[src/rtl/nubus_slot_master.sv]
// Slot-bus initiator: turns a qualified CPU cycle into one select/ack transaction and synchronises nmrq_n.
// Define NUBUS_SLOT_TIMEOUT_EN to enable the bus-error timeout and post-abort recovery counting.
module nubus_slot_master #(
  parameter logic [3:0] SLOT_ID = 4'h9,
  parameter int         TIMEOUT = 255,
  parameter int         RECOVER = 16
) (
  input  logic        clk,
  input  logic        reset_n,
  input  logic        cpu_req,
  input  logic [23:0] cpu_addr,
  input  logic [15:0] cpu_wdata,
  output logic [15:0] cpu_rdata,
  input  logic        cpu_uds_n,
  input  logic        cpu_lds_n,
  input  logic        cpu_rw_n,
  output logic        cpu_dtack_n,
  output logic        cpu_berr_n,
  output logic [31:0] nb_addr,
  output logic [15:0] nb_wdata,
  input  logic [15:0] nb_rdata,
  output logic [1:0]  nb_uds_lds,
  output logic        nb_rw_n,
  output logic        nb_select,
  input  logic        nb_ack_n,
  input  logic        nb_nmrq_n,
  output logic        slot_irq_n,
  output logic        busy
);

  localparam int CNT_MAX = (TIMEOUT > RECOVER) ? TIMEOUT : RECOVER;
  localparam int CNT_W   = $clog2(CNT_MAX + 1);
  localparam logic [CNT_W-1:0] CNT_SAT = CNT_W'(CNT_MAX);
`ifdef NUBUS_SLOT_TIMEOUT_EN
  localparam logic [CNT_W-1:0] CNT_TO  = CNT_W'(TIMEOUT);
  localparam logic [CNT_W-1:0] CNT_REC = CNT_W'(RECOVER);
`endif

  typedef enum logic [2:0] {
    S_IDLE     = 3'd0,
    S_WAIT_ACK = 3'd1,
    S_DONE     = 3'd2,
    S_RELEASE  = 3'd3,
    S_ABORT    = 3'd4
  } state_t;

  state_t           state_q, state_d;
  logic [CNT_W-1:0] cnt_q, cnt_d, cnt_inc;
  logic [31:0]      addr_q, addr_d;
  logic [15:0]      wdata_q, wdata_d;
  logic [1:0]       lanes_q, lanes_d;
  logic             rw_n_q, rw_n_d;
  logic             sel_q, sel_d;
  logic [15:0]      rdata_q, rdata_d;
  logic             dtack_n_q, dtack_n_d;
  logic             berr_n_q, berr_n_d;
  logic             irq_meta_q, irq_sync_q;
  logic [1:0]       req_lanes;

  assign req_lanes = ~{cpu_uds_n, cpu_lds_n};
  assign cnt_inc   = (cnt_q == CNT_SAT) ? cnt_q : cnt_q + CNT_W'(1);

  always_comb begin
    state_d   = state_q;
    cnt_d     = cnt_q;
    addr_d    = addr_q;
    wdata_d   = wdata_q;
    lanes_d   = lanes_q;
    rw_n_d    = rw_n_q;
    sel_d     = sel_q;
    rdata_d   = rdata_q;
    dtack_n_d = dtack_n_q;
    berr_n_d  = berr_n_q;

    case (state_q)
      S_IDLE: begin
        if (cpu_req) begin
          addr_d  = {4'hF, SLOT_ID, cpu_addr};
          wdata_d = cpu_wdata;
          lanes_d = req_lanes;
          rw_n_d  = cpu_rw_n;
          if (req_lanes == 2'b00) begin
            rdata_d   = 16'h0000;
            dtack_n_d = 1'b0;
            state_d   = S_DONE;
          end else if (nb_ack_n) begin
            // A card still holding ack from a prior cycle must release before a new select edge.
            sel_d   = 1'b1;
            cnt_d   = '0;
            state_d = S_WAIT_ACK;
          end
        end
      end

      S_WAIT_ACK: begin
        if (!nb_ack_n) begin
          sel_d     = 1'b0;
          dtack_n_d = 1'b0;
          if (rw_n_q) rdata_d = nb_rdata;
          state_d   = S_DONE;
        end else if (!cpu_req) begin
          sel_d   = 1'b0;
          cnt_d   = '0;
          state_d = S_ABORT;
`ifdef NUBUS_SLOT_TIMEOUT_EN
        end else if (cnt_inc == CNT_TO) begin
          sel_d    = 1'b0;
          berr_n_d = 1'b0;
          cnt_d    = '0;
          state_d  = S_ABORT;
`endif
        end else begin
          cnt_d = cnt_inc;
        end
      end

      S_DONE: begin
        if (!cpu_req) begin
          dtack_n_d = 1'b1;
          state_d   = S_RELEASE;
        end
      end

      S_RELEASE: begin
        if (nb_ack_n) state_d = S_IDLE;
      end

      S_ABORT: begin
`ifdef NUBUS_SLOT_TIMEOUT_EN
        // BERR low marks the not-yet-released phase; recovery counting starts once it is gone,
        // so a follow-on request raised during recovery is simply held off.
        if (!berr_n_q) begin
          cnt_d = '0;
          if (!cpu_req) berr_n_d = 1'b1;
        end else if (!nb_ack_n) begin
          cnt_d = '0;
        end else if (cnt_inc == CNT_REC) begin
          cnt_d   = '0;
          state_d = S_IDLE;
        end else begin
          cnt_d = cnt_inc;
        end
`else
        if (nb_ack_n) state_d = S_IDLE;
`endif
      end

      default: state_d = S_IDLE;
    endcase
  end

  always_ff @(posedge clk or negedge reset_n) begin
    if (!reset_n) begin
      state_q   <= S_IDLE;
      cnt_q     <= '0;
      addr_q    <= 32'h0;
      wdata_q   <= 16'h0;
      lanes_q   <= 2'b00;
      rw_n_q    <= 1'b1;
      sel_q     <= 1'b0;
      rdata_q   <= 16'h0;
      dtack_n_q <= 1'b1;
      berr_n_q  <= 1'b1;
    end else begin
      state_q   <= state_d;
      cnt_q     <= cnt_d;
      addr_q    <= addr_d;
      wdata_q   <= wdata_d;
      lanes_q   <= lanes_d;
      rw_n_q    <= rw_n_d;
      sel_q     <= sel_d;
      rdata_q   <= rdata_d;
      dtack_n_q <= dtack_n_d;
      berr_n_q  <= berr_n_d;
    end
  end

  // Two-flop synchroniser for the card interrupt, independent of the transaction FSM.
  always_ff @(posedge clk or negedge reset_n) begin
    if (!reset_n) begin
      irq_meta_q <= 1'b1;
      irq_sync_q <= 1'b1;
    end else begin
      irq_meta_q <= nb_nmrq_n;
      irq_sync_q <= irq_meta_q;
    end
  end

  assign nb_addr     = addr_q;
  assign nb_wdata    = wdata_q;
  assign nb_uds_lds  = lanes_q;
  assign nb_rw_n     = rw_n_q;
  assign nb_select   = sel_q;
  assign cpu_rdata   = rdata_q;
  assign cpu_dtack_n = dtack_n_q;
  assign cpu_berr_n  = berr_n_q;
  assign slot_irq_n  = irq_sync_q;
  assign busy        = (state_q != S_IDLE);

endmodule
[config.mk]
export PLATFORM = sky130hd
export DESIGN_NAME = nubus_slot_master
export DESIGN_NICKNAME = d
export VERILOG_FILES = /design/src/rtl/nubus_slot_master.sv
export SDC_FILE = /design/constraint.sdc
export NUM_CORES = 1
export LEC_CHECK = 0
export BUFFER_PORTS_ARGS = -buffer_cell sky130_fd_sc_hd__buf_4
export CELL_PAD_IN_SITES_DETAIL_PLACEMENT = 1
export CELL_PAD_IN_SITES_GLOBAL_PLACEMENT = 1
export CORE_MARGIN = 2
export CORE_UTILIZATION = 33
export CTS_CLUSTER_DIAMETER = 100
export DETAILED_ROUTE_END_ITERATION = 8
export PLACE_DENSITY = 0.78
export SETUP_SLACK_MARGIN = 0.3
export SYNTH_ARGS = -nofsm -noshare
export SYNTH_HDL_FRONTEND = slang
export SYNTH_SLANG_ARGS = --single-unit
[constraint.sdc]
create_clock -name clk -period 2.37 [get_ports clk]
set_input_delay 0.474 -clock clk [delete_from_list [all_inputs] [get_ports clk]]
set_output_delay 0.474 -clock clk [all_outputs]
set_load 0.1 [all_outputs]
; ---- Word-level counts from Yosys, hierarchy flattened
; Cells that the tools add are included.
[totals]
output_inout_bits = 72
ff_bits = 67
wordCells = 60
[classes]
n_eq_ne = 14
bitwise = 1
n_reduce_logical = 11
n_mux = 24
[op_table]
columns = cell, n
row1 = $mux W16, 4
row2 = $pmux W16 S2, 1
row3 = $mux W3, 7
row4 = $reduce_and A5 Y1, 4
row5 = $ne A2 B2 Y1 const B, 7
row6 = $pmux W3 S4, 1
row7 = $mux W1, 9
row8 = $eq A3 B2 Y1 const B, 2
row9 = $ne A3 B3 Y1 const B, 2
row10 = $reduce_bool A3 Y1, 2
row11 = $eq A3 B1 Y1 const B, 1
row12 = $eq A3 B3 Y1 const B, 1
row13 = $logic_not A3 Y1, 1
row14 = $pmux W1 S3, 1
row15 = $logic_not A2 Y1, 1
row16 = $ne A2 B1 Y1 const B, 1
row17 = $not A2 Y2, 1
row18 = $pmux W1 S2, 1
row19 = $reduce_and A2 Y1, 1
row20 = $reduce_bool A2 Y1, 1
row21 = $reduce_or A2 Y1, 1

; ---- Depth between registers and ports, before layout
[logic_depth]
depth_word = 5
mapped_depth = 6
depth_no_buf = 3

; ---- Worst setup path after synthesis
; No wires, ideal clock.
[synth_path]
kind = flip-flop to flip-flop
from = reg rw_n_q, in the netlist nb_rw_n
to = reg rdata_q[10], in the netlist cpu_rdata[10]
setup_slack_ns = 0.209
period_less_slack_ns = 2.161
arrival_time_ns = 2.082
path_buffers = 1
path_stages_with_launch = 5
cell_sequence = dfstp_2 > mux2i_1 > a2111oi_4 > buf_6 > mux2i_1
[synth_between]
elab_chain_cells = 2
[synth_lines]
columns = item, line_no
row1 = "start, declared", 52  ; logic rw_n_q, rw_n_d;
row2 = "start signal, assigned", 170  ; rw_n_q <= rw_n_d;
row3 = $ne A2 B2 Y1 (no source line), -
row4 = $reduce_and A5 Y1 (no source line), -
row5 = "end signal, assigned", 172  ; rdata_q <= rdata_d;
row6 = "end, declared", 54  ; logic [15:0] rdata_q, rdata_d;
; Every way passes these cells.
; A chain may end at the register's enable or synchronous reset.

; ---- Worst setup path after layout
[layout_path]
from = reg state_q[1]
to = out busy
[layout_between]
elab_chain_cells = 1
[layout_lines]
columns = item, line_no
row1 = "start, declared", 47  ; state_t state_q, state_d;
row2 = "start signal, assigned", 165  ; state_q <= state_d;
row3 = $reduce_bool A3 Y1, 198  ; assign busy = (state_q != S_IDLE);
row4 = "end, declared", 28  ; output logic busy
; Every way passes these cells.

==> run metrics <==
wirelength, routed 7330 um; final-layout fill cell count 996; reg2reg end nb_uds_lds[1]; outcome finished clean; chip width 96.7 um; GP Congestion 0.722; Worst Path Max Fanout 10; Worst EP required 1900 ps; postcts setup bufs 0; crit path kind flip-flop to primary output; top cell type's share of synthesized area 55.6%; Antenna Nets Post-Route 0; crit path to busy; Critical Path Start state_q[1]; Post-Syn Area 2840 um2; Worst Max-Slew Pin Slew 836 ps; fin crit period 2000 ps; Inserted Clock Buffers 9; CTS tree yes; H-tree Lvls 3; post-DR wirelength/cell 13.8 um; Placed Area 3860 um2; share of cells above drive strength 1 37.7%; CP Capture Type primary output; final setup TNS 0 ps; Buffers on Ports 132; Synthesis Warnings 0; flops & latches, synth 67; core box area 8260 um2; initial DRC count 64; first-pass GRT wire length 12300 um; PostCTS Resize Cnt 0; Die Ht 96.7 um; total gr overflow 0; hold bufs inserted after CTS 0; detailed placement HPWL 5340 um; unrepaired setup endpoints after global routing false; vias in the first global route 2489; period utilisation layout 84.4%; R2R setup slack 490 ps; crit path DAT 1530 ps; Clock Path Buffers 2; final hold vios 0; FMAX 0.500 GHz; sequential fraction of the synthesis area 59.3%; startpoint types flip-flop; fin util 48.7%; vias per std cell 4.52; fin nets 486; Mapped Cells 295; clk sinks 67; r2r worst-path depth 4; 1st-pass router iterations 4; routed vias 2403; synth unique cells 28; top cells by area, synth dfrtp_1 56%, nand2_1 19%, mux2i_1 6.0%; # IOs 136; clock skew 7.96 ps; Syn Area/Cell 9.62 um2; Clock transition at path regs 70 ps; Slew headroom 44.2%; initial antenna violation count 0; cell taking the most area after synthesis dfrtp_1; final setup vio count 0; clk_lat worst skew 340 ps; HP Class input pin to async pin; max cap viols 0; die area 9350 um2; clk root buf clkbuf_8; worst r2r src state_q[1]; Finished Cell Area 4020 um2; n_diodes 0; Area Growth Syn to Fin 41.9%; starting density of the core 34.3%; Slew Limit Fails 0; detailed-route DRC error count 0; cell row count 33; gr usage total 16.2%; largest net degree at the start of global routing 68
## layout make-up
type	count	area (um2)	area share, %
Multi-Input combinational cell	187	936	23.3
Clock inverter	3	15.0	0.373
Timing Repair Buffer	138	1040	25.7
Sequential cell	67	1690	41.9
Inverter	19	71.3	1.77
Tap cell	105	131	3.26
Clock buffer	13	149	3.70
## cells in the mapped netlist
cell type,number
clkbuf_1,5
or3_1,1
or4b_2,2
a311oi_1,1
nor2_1,1
nand2b_1,2
buf_6,5
buf_4,8
nand2_1,142
dfrtp_1,63
conb_1,2
nor3b_2,1
mux2i_1,17
a2111oi_4,1
nor4b_2,1
nor3_1,2
nand3b_1,1
a22oi_1,1
a21oi_1,1
o21ai_0,4
and3b_1,1
buf_2,5
a31oi_1,1
nand3b_4,1
o22ai_1,1
dfstp_2,4
inv_1,19
a211oi_1,2
## kinds of logic after synthesis
kind of cell           share of synthesized area (%)
AND/OR/NAND/NOR                                 22.9
flip-flops                                      59.3
buffers and inverters                           8.16
multiplexers                                    6.00
AO/OA/AOI/OAI                                   3.40
other                                          0.265
## stage by stage
stage	hold WS, ps	setup WS (ps)	instances
after floorplan	178	334	296
after global placement	345	522	516
after detailed placement	349	499	516
after CTS	231	347	532
after global routing	226	301	532
final	240	370	532
## per-layer routing
metal	track usage, %	routed length [um]	vias to the layer above	share of wire (%)
li1	-	-	1151	-
met1	20.3	3160	1158	43
met2	26.5	3590	83	49
met3	4.55	465	11	6.3
met4	6.18	112	0	1.5
met5	0	0	-	0
## critical path, stage by stage (launching register included)
cell     delay, ps
dfrtp_1        520
or3_1          430
buf_4          240
## cells in the final DEF (no fill, tap or decap), types with 3 or more instances in the layout
master and instances:
dfstp_2 3, clkbuf_8 10, inv_1 19, dfrtp_1 63
buf_4 138, o21ai_0 4, mux2i_1 17, conb_1 3
nand2_1 142, clkinv_2 3, clkbuf_1 3
## sequential cells by signal, summed over array words and instances (netlist names)
| signal | flops |
|---|---|
| nb_select | 1 |
| nb_uds_lds | 2 |
| slot_irq_n | 1 |
| cpu_rdata | 16 |
| irq_meta_q | 1 |
| nb_addr | 25 |
| cpu_dtack_n | 1 |
| nb_rw_n | 1 |
| nb_wdata | 16 |
| state_q | 3 |
## worst min-delay path by stage
stage                         endpoint  slack [ps]  cells past startpoint
after global placement      slot_irq_n         350                      0
after floorplan           cpu_rdata[0]         180                      0
final                      nb_wdata[1]         240                      1
after CTS                   irq_meta_q         230                      1
after detailed placement    slot_irq_n         350                      0
after global routing        irq_meta_q         230                      1
Power is not shown: default switching activity piles up to over one toggle a cycle in this logic, so the estimate is an artifact.
